File: src/rtl/alu_op_sequencer.sv
// Command-side driver for a combinational ALU: one instruction per handshake,
// register-file operand fetch, condition check on NZCV, and conditional write-back.
module alu_op_sequencer #(
  parameter int W    = 8,
  parameter int NREG = 8,
  parameter int AW   = 3
) (
  input  logic          clk,
  input  logic          reset,
  input  logic          cmd_valid,
  output logic          cmd_ready,
  input  logic [2:0]    cmd_op,
  input  logic [AW-1:0] cmd_rd,
  input  logic [AW-1:0] cmd_rn,
  input  logic [AW-1:0] cmd_rm,
  input  logic          cmd_imm_en,
  input  logic [W-1:0]  cmd_imm,
  input  logic [3:0]    cmd_cond,
  input  logic          cmd_s,
  output logic [W-1:0]  alu_a,
  output logic [W-1:0]  alu_b,
  output logic [2:0]    alu_i,
  input  logic [W-1:0]  alu_f,
  input  logic          alu_c,
  input  logic          alu_v,
  input  logic          alu_z,
  input  logic          alu_n,
  output logic          done_valid,
  output logic          done_executed,
  output logic [3:0]    flags_nzcv,
  input  logic [AW-1:0] dbg_addr,
  output logic [W-1:0]  dbg_data
);

  typedef enum logic [1:0] {IDLE, EXEC, WB} state_t;

  state_t                 state;
  logic [NREG-1:0][W-1:0] rf;
  logic [AW-1:0]          rd_q;
  logic [3:0]             cond_q;
  logic                   s_q;
  logic [W-1:0]           res_q;
  logic [3:0]             alu_nzcv_q;
  logic                   cond_pass;

  function automatic logic [W-1:0] rf_read(input logic [AW-1:0] addr);
    return (addr == '0) ? '0 : rf[addr];
  endfunction

  assign cmd_ready = (state == IDLE);
  assign dbg_data  = rf_read(dbg_addr);

  // Flags only change at the end of WB, so EXEC sees the architectural NZCV.
  always_comb begin
    logic n, z, c, v;
    {n, z, c, v} = flags_nzcv;
    cond_pass = 1'b0;
    case (cond_q)
      4'h0: cond_pass = z;
      4'h1: cond_pass = !z;
      4'h2: cond_pass = c;
      4'h3: cond_pass = !c;
      4'h4: cond_pass = n;
      4'h5: cond_pass = !n;
      4'h6: cond_pass = v;
      4'h7: cond_pass = !v;
      4'h8: cond_pass = c && !z;
      4'h9: cond_pass = !c || z;
      4'hA: cond_pass = (n == v);
      4'hB: cond_pass = (n != v);
      4'hC: cond_pass = !z && (n == v);
      4'hD: cond_pass = z || (n != v);
      4'hE: cond_pass = 1'b1;
      default: cond_pass = 1'b0;
    endcase
  end

  always_ff @(posedge clk or posedge reset) begin
    if (reset) begin
      state         <= IDLE;
      rf            <= '0;
      rd_q          <= '0;
      cond_q        <= '0;
      s_q           <= 1'b0;
      res_q         <= '0;
      alu_nzcv_q    <= '0;
      alu_a         <= '0;
      alu_b         <= '0;
      alu_i         <= '0;
      done_valid    <= 1'b0;
      done_executed <= 1'b0;
      flags_nzcv    <= '0;
    end else begin
      case (state)
        IDLE: begin
          done_valid    <= 1'b0;
          done_executed <= 1'b0;
          if (cmd_valid) begin
            rd_q   <= cmd_rd;
            cond_q <= cmd_cond;
            s_q    <= cmd_s;
            alu_a  <= rf_read(cmd_rn);
            alu_b  <= cmd_imm_en ? cmd_imm : rf_read(cmd_rm);
            alu_i  <= cmd_op;
            state  <= EXEC;
          end
        end
        EXEC: begin
          res_q         <= alu_f;
          alu_nzcv_q    <= {alu_n, alu_z, alu_c, alu_v};
          done_valid    <= 1'b1;
          done_executed <= cond_pass;
          state         <= WB;
        end
        WB: begin
          if (done_executed) begin
            if (rd_q != '0) rf[rd_q] <= res_q;
            // Arithmetic ops own C/V; logical ops leave them untouched.
            if (s_q)
              flags_nzcv <= (alu_i < 3'd3) ? alu_nzcv_q
                                           : {alu_nzcv_q[3:2], flags_nzcv[1:0]};
          end
          done_valid    <= 1'b0;
          done_executed <= 1'b0;
          state         <= IDLE;
        end
        default: state <= IDLE;
      endcase
    end
  end

endmodule

File: config.mk
export PLATFORM = sky130hd
export DESIGN_NAME = alu_op_sequencer
export DESIGN_NICKNAME = d
export VERILOG_FILES = /design/src/rtl/alu_op_sequencer.sv
export SDC_FILE = /design/constraint.sdc
export NUM_CORES = 1
export LEC_CHECK = 0
export BUFFER_PORTS_ARGS = -buffer_cell sky130_fd_sc_hd__buf_2
export CAP_MARGIN = 20
export CORE_ASPECT_RATIO = 2
export CORE_MARGIN = 4
export CORE_UTILIZATION = 58
export DETAILED_ROUTE_END_ITERATION = 10
export MAX_ROUTING_LAYER = met4
export PLACE_DENSITY_LB_ADDON = 0.1
export SLEW_MARGIN = 20
export SYNTH_ARGS = -nofsm -noshare
export SYNTH_HDL_FRONTEND = slang
export SYNTH_SLANG_ARGS = --single-unit
File: constraint.sdc
create_clock -name clk -period 5.1 [get_ports clk]
set_clock_uncertainty 0.2 [all_clocks]
set_input_delay 0.765 -clock clk [delete_from_list [all_inputs] [get_ports clk]]
set_output_delay 0.765 -clock clk [all_outputs]
set_load 0.05 [all_outputs]
[Word-level counts from Yosys, hierarchy flattened]
Index checks and enable logic that the tools add are counted.
Storage, ports and cells
  bits in registers: 111
  bits of input ports: 44
  output and inout port bits: 34
  word-level logic and storage cells: 85
Cells by class
  $lt $le $gt $ge: 6
  eq/ne operators: 19
  multiplexer cells: 18
  reductions and logical operators: 21
Operators with widths (number)
  $bmux 8 s3: 3
  $bwmux 64: 1
  $mux 8: 8
  $eq 4x4->1 const B: 7
  $demux 8 s3: 1
  $eq 4x3->1 const B: 4
  $lt 3x4->1 const B: 4
  $pmux 1 s15: 1
  $logic_not 3->1: 3
  $eq 4x2->1 const B: 2
  $reduce_and 3->1: 2
  $eq 4x1->1 const B: 1
  $logic_not 1->1: 4
  $logic_not 4->1: 1
  $pmux 1 s2: 2
  $pmux 2 s2: 1
  $reduce_and 4->1: 1
  $ge 3x1->1 const B: 1
  $logic_and 1x1->1: 3
  $lt 3x2->1 const B: 1
  $reduce_bool 3->1: 1
  $eq 2x1->1 const B: 1
  $eq 2x2->1 const B: 1
  $logic_not 2->1: 1
  other kinds (8): 9

[Depth between registers and ports, before layout]
  depth after elaboration: 5
  depth in mapped cells: 6
  mapped depth without buffers: 5

[Worst setup path before layout]
No wires, ideal clock.
  path kind: input port to output port
  start: in dbg_addr[0]
  end: out dbg_data[2]
  arrival time: 2.733 ns
  data required time: 4.135 ns
  setup slack: 1.402 ns
  stages: 5
  path buffers: 2
  path through: buf_2 > clkbuf_1 > mux4_2 > nor2_1 > a221oi_1
On the way
  longest elaborated chain between the ends: 3
  elaborated cells on any way between the ends: 4
  those cells by class: mux: 3; reduce/logical: 1
RTL lines
  start, declared: line 31  | input logic [AW-1:0] dbg_addr,
  $bmux 8 s3: line 47  | return (addr == '0) ? '0 : rf[addr];
  $mux 8 (not written as such): line 47
  $mux 8 (*): line 47
  end, declared: line 32  | output logic [W-1:0] dbg_data
Every way passes the cells marked *; elsewhere a longest branch is shown, timed or not. The select of a mux whose other input is x is not followed.

[Worst setup path after layout]
  start: in dbg_addr[1]
  end: out dbg_data[7]
Same word-level chain as after synthesis.

==> impl_metrics.env <==
export IMPL_outcome="finished, final reports clean"
export IMPL_cp_max_fo=26
export IMPL_synth_most_common_cell="dfrtp_1"
export IMPL_r2r_end="rf[49]$_DFFE_PP0P_"
export IMPL_ys_types=48
export IMPL_start_util_pct=58.7
export IMPL_drc=0
export IMPL_cts_buffers=9
export IMPL_post_dp_hpwl_mm=10.3
export IMPL_cts_buffer_depth=2
export IMPL_cp_common_cell="buf_2"
export IMPL_reg2reg_slack_ns=2.77
export IMPL_power_leakage_nw=3.19
export IMPL_h_tree_depth=3
export IMPL_r2r_start="state[1]$_DFFE_PP0P_"
export IMPL_avgViaCountPerCell=6.20
export IMPL_holdBufCountCts=0
export IMPL_yosys_top_cells_area="dfrtp_1, mux2_2, mux4_2"
export IMPL_globalRouteOverflowTotal=0
export IMPL_vias=4233
export IMPL_synth_edf_count=0
export IMPL_startpoint="dbg_addr[1]"
export IMPL_synth_seq_area_share_pct=46.9
export IMPL_synth_top_area_share_pct=46.9
export IMPL_area_growth_synth_to_final_pct=12.4
export IMPL_netlist_instances=494
export IMPL_dr_pass1_iters=5
export IMPL_port_buffers=77
export IMPL_cp_depth=5
export IMPL_die_area_mm2=0.0120
export IMPL_die_h_um=151
export IMPL_final_area_mm2=0.00666
export IMPL_worst_setup_path_type="in2out"
export IMPL_wl_per_cell_um=22.3
export IMPL_tightest_slew_ns=0.950
export IMPL_grt_max_degree=79
export IMPL_cts_root_buf="clkbuf_16"
export IMPL_rsz0062_at_grt="false"
export IMPL_maxCapViolations=0
export IMPL_grt_use_total_pct=27.9
export IMPL_wirelength_mm=15.2
export IMPL_final_layout_size_suffix_gt1_share_pct=39.2
export IMPL_max_freq_ghz=0.284
export IMPL_critPathSlowestCell="buf_2"
export IMPL_syn_num_nets=538
export IMPL_postCtsSetupBuffers=0
export IMPL_synthArstFlopShare_pct=100
export IMPL_cp_top_family="buffers and inverters"
export IMPL_synth_seq_cells=111
export IMPL_clock_sinks=111
export IMPL_slew_headroom_pct=36.6
export IMPL_finalSetupTns_ns=0
export IMPL_fin_crit_ns=3.52
export IMPL_p_total_w=0.00276
export IMPL_place_area_mm2=0.00632
export IMPL_finalCritPeriodShare_pct=68.9
export IMPL_path_cells="buf_2 -> or2_2 -> o21ai_0 -> a221oi_1 -> buf_2"
export IMPL_wl_met3_um=680
export IMPL_critPathCapture="dbg_data[7]"
export IMPL_rows=52
export IMPL_fin_ws_ns=1.58
export IMPL_maxUsedRoutingLayer="met4"
export IMPL_ys_flop_type="dfrtp_1"
export IMPL_place_ws_ns=1.61
export IMPL_die_w_um=79.5
export IMPL_gp_congestion=0.908
export IMPL_slew_violations=0
export IMPL_netlist_area_mm2=0.00592
export IMPL_hold_violations=0
export IMPL_crit_buf_inv=2
export IMPL_ys_warn_count=0
export IMPL_synth_common_cells="dfrtp_1, mux2_2, nand2_1"
export IMPL_syn_avg_cell_area_um2=12.0
export IMPL_core_area_mm2=0.0101
export IMPL_diodes=0
export IMPL_power_density_mw_per_mm2=414
export IMPL_hp_class="reg2reg"
export IMPL_clock_latency_ns=0.34
export IMPL_final_nets=587
export IMPL_slowest_delay_ns=0.52
export IMPL_drt_iter0_drc=329
export IMPL_cp_end_kind="output pin"
export IMPL_cts_reportedPaths_clkPinSlew_ns=0.07
export IMPL_ir_drop_uv=331
export IMPL_reg2reg_depth=3
export IMPL_ios=78
export IMPL_setup_worst_path_start_class="input pin"
export IMPL_yosysTopAreaCell="dfrtp_1"
export IMPL_grt_pass1_vias=4408
export IMPL_cts_tree="yes"
export IMPL_crit_required_ns=4.14
export IMPL_grt_pass1_wl_mm=24.2
export IMPL_met1_length_mm=5.75
export IMPL_antenna_found_initial=0
export IMPL_ctsResizeCount=0
export IMPL_routed_wl_met2_mm=8.33
export IMPL_finalSetupViolations=0
export IMPL_antenna_left=0
export IMPL_cp_arrival_ns=2.55
-- power breakdown --
part / switching [W] / internal (W)
Combinational: 0.000426 / 0.000288
Sequential: 0.000207 / 0.00104
Clock: 0.000319 / 0.000480
Total: 0.000951 / 0.00180
-- routing by layer --
layer  global-route usage (%)  vias up
li1                         -     1904
met1                     32.2     2132
met2                     48.4      168
met3                     3.87       29
met4                     11.1        0
met5                        -        -
-- through the flow --
step / std cells / utilization, % / hold WS, ns
2_1_floorplan: 494 / - / 0.225
3_3_place_gp: 667 / 62.7 / 0.163
4_1_cts: 683 / 66.0 / 0.179
5_1_grt: 683 / 66.0 / 0.187
6_report: 683 / 66.0 / 0.179
3_5_place_dp: 667 / 62.7 / 0.163
-- worst register-to-register path, stage by stage (launching register included) --
cell     delay [ns]
dfrtp_1        0.56
nand2_1        0.25
nor4_4         0.79
mux2_2         0.42
-- cells by family (layout without fill, tap and decap cells) --
family / after synthesis / count (layout) / synth area share (%)
xor gates and xnor gates: 2 / 2 / 0.296
and+or+nand+nor: 116 / 116 / 10.2
buffers and inverters: 56 / 110 / 4.04
DFF: 111 / 111 / 46.9
AOI/OAI and AO/OA: 84 / 84 / 10.0
muxes: 125 / 125 / 28.5
-- cell usage in the layout (no fill, tap or decap), types with 9 or more instances in the layout --
cell type and instances:
dfrtp_1 111, mux2_2 77, buf_2 77, nand2_1 59
mux4_2 24, a221oi_1 23, nor2_1 20, o21ai_0 19
nor2b_1 18, a21oi_1 15, mux2i_1 15, inv_1 12
clkbuf_16 9
-- registers in the layout, summed over array words and instances (netlist names) --
register,count
done_valid,1
rd_q,3
alu_i,3
rf,64
alu_a,8
s_q,1
alu_nzcv_q,4
flags_nzcv,4
done_executed,1
state,2
alu_b,8
cond_q,4
res_q,8
-- worst min path at each step --
| stage | slack, ns | cells after the start | to | from |
|---|---|---|---|---|
| floorplan | 0.22 | 1 | rf[0]$_DFFE_PP0P_ | rf[0]$_DFFE_PP0P_ |
| global placement | 0.16 | 0 | rf[3]$_DFFE_PP0P_ | rf[3]$_DFFE_PP0P_ |
| detailed placement | 0.16 | 0 | rf[3]$_DFFE_PP0P_ | rf[3]$_DFFE_PP0P_ |
| CTS | 0.18 | 0 | rf[3]$_DFFE_PP0P_ | rf[3]$_DFFE_PP0P_ |
| global route | 0.19 | 0 | rf[5]$_DFFE_PP0P_ | rf[5]$_DFFE_PP0P_ |
| finish | 0.18 | 0 | rf[3]$_DFFE_PP0P_ | rf[3]$_DFFE_PP0P_ |
-- final cells by class --
cell class	count	area, um2
inverter	13	51.3
multi-input combinational	327	2910
timing repair buffer	81	415
clock buffer	10	229
tap	135	169
fill	761	3430
sequential	111	2780
clock inverter	6	109
Power figures use the tool's default switching activity.
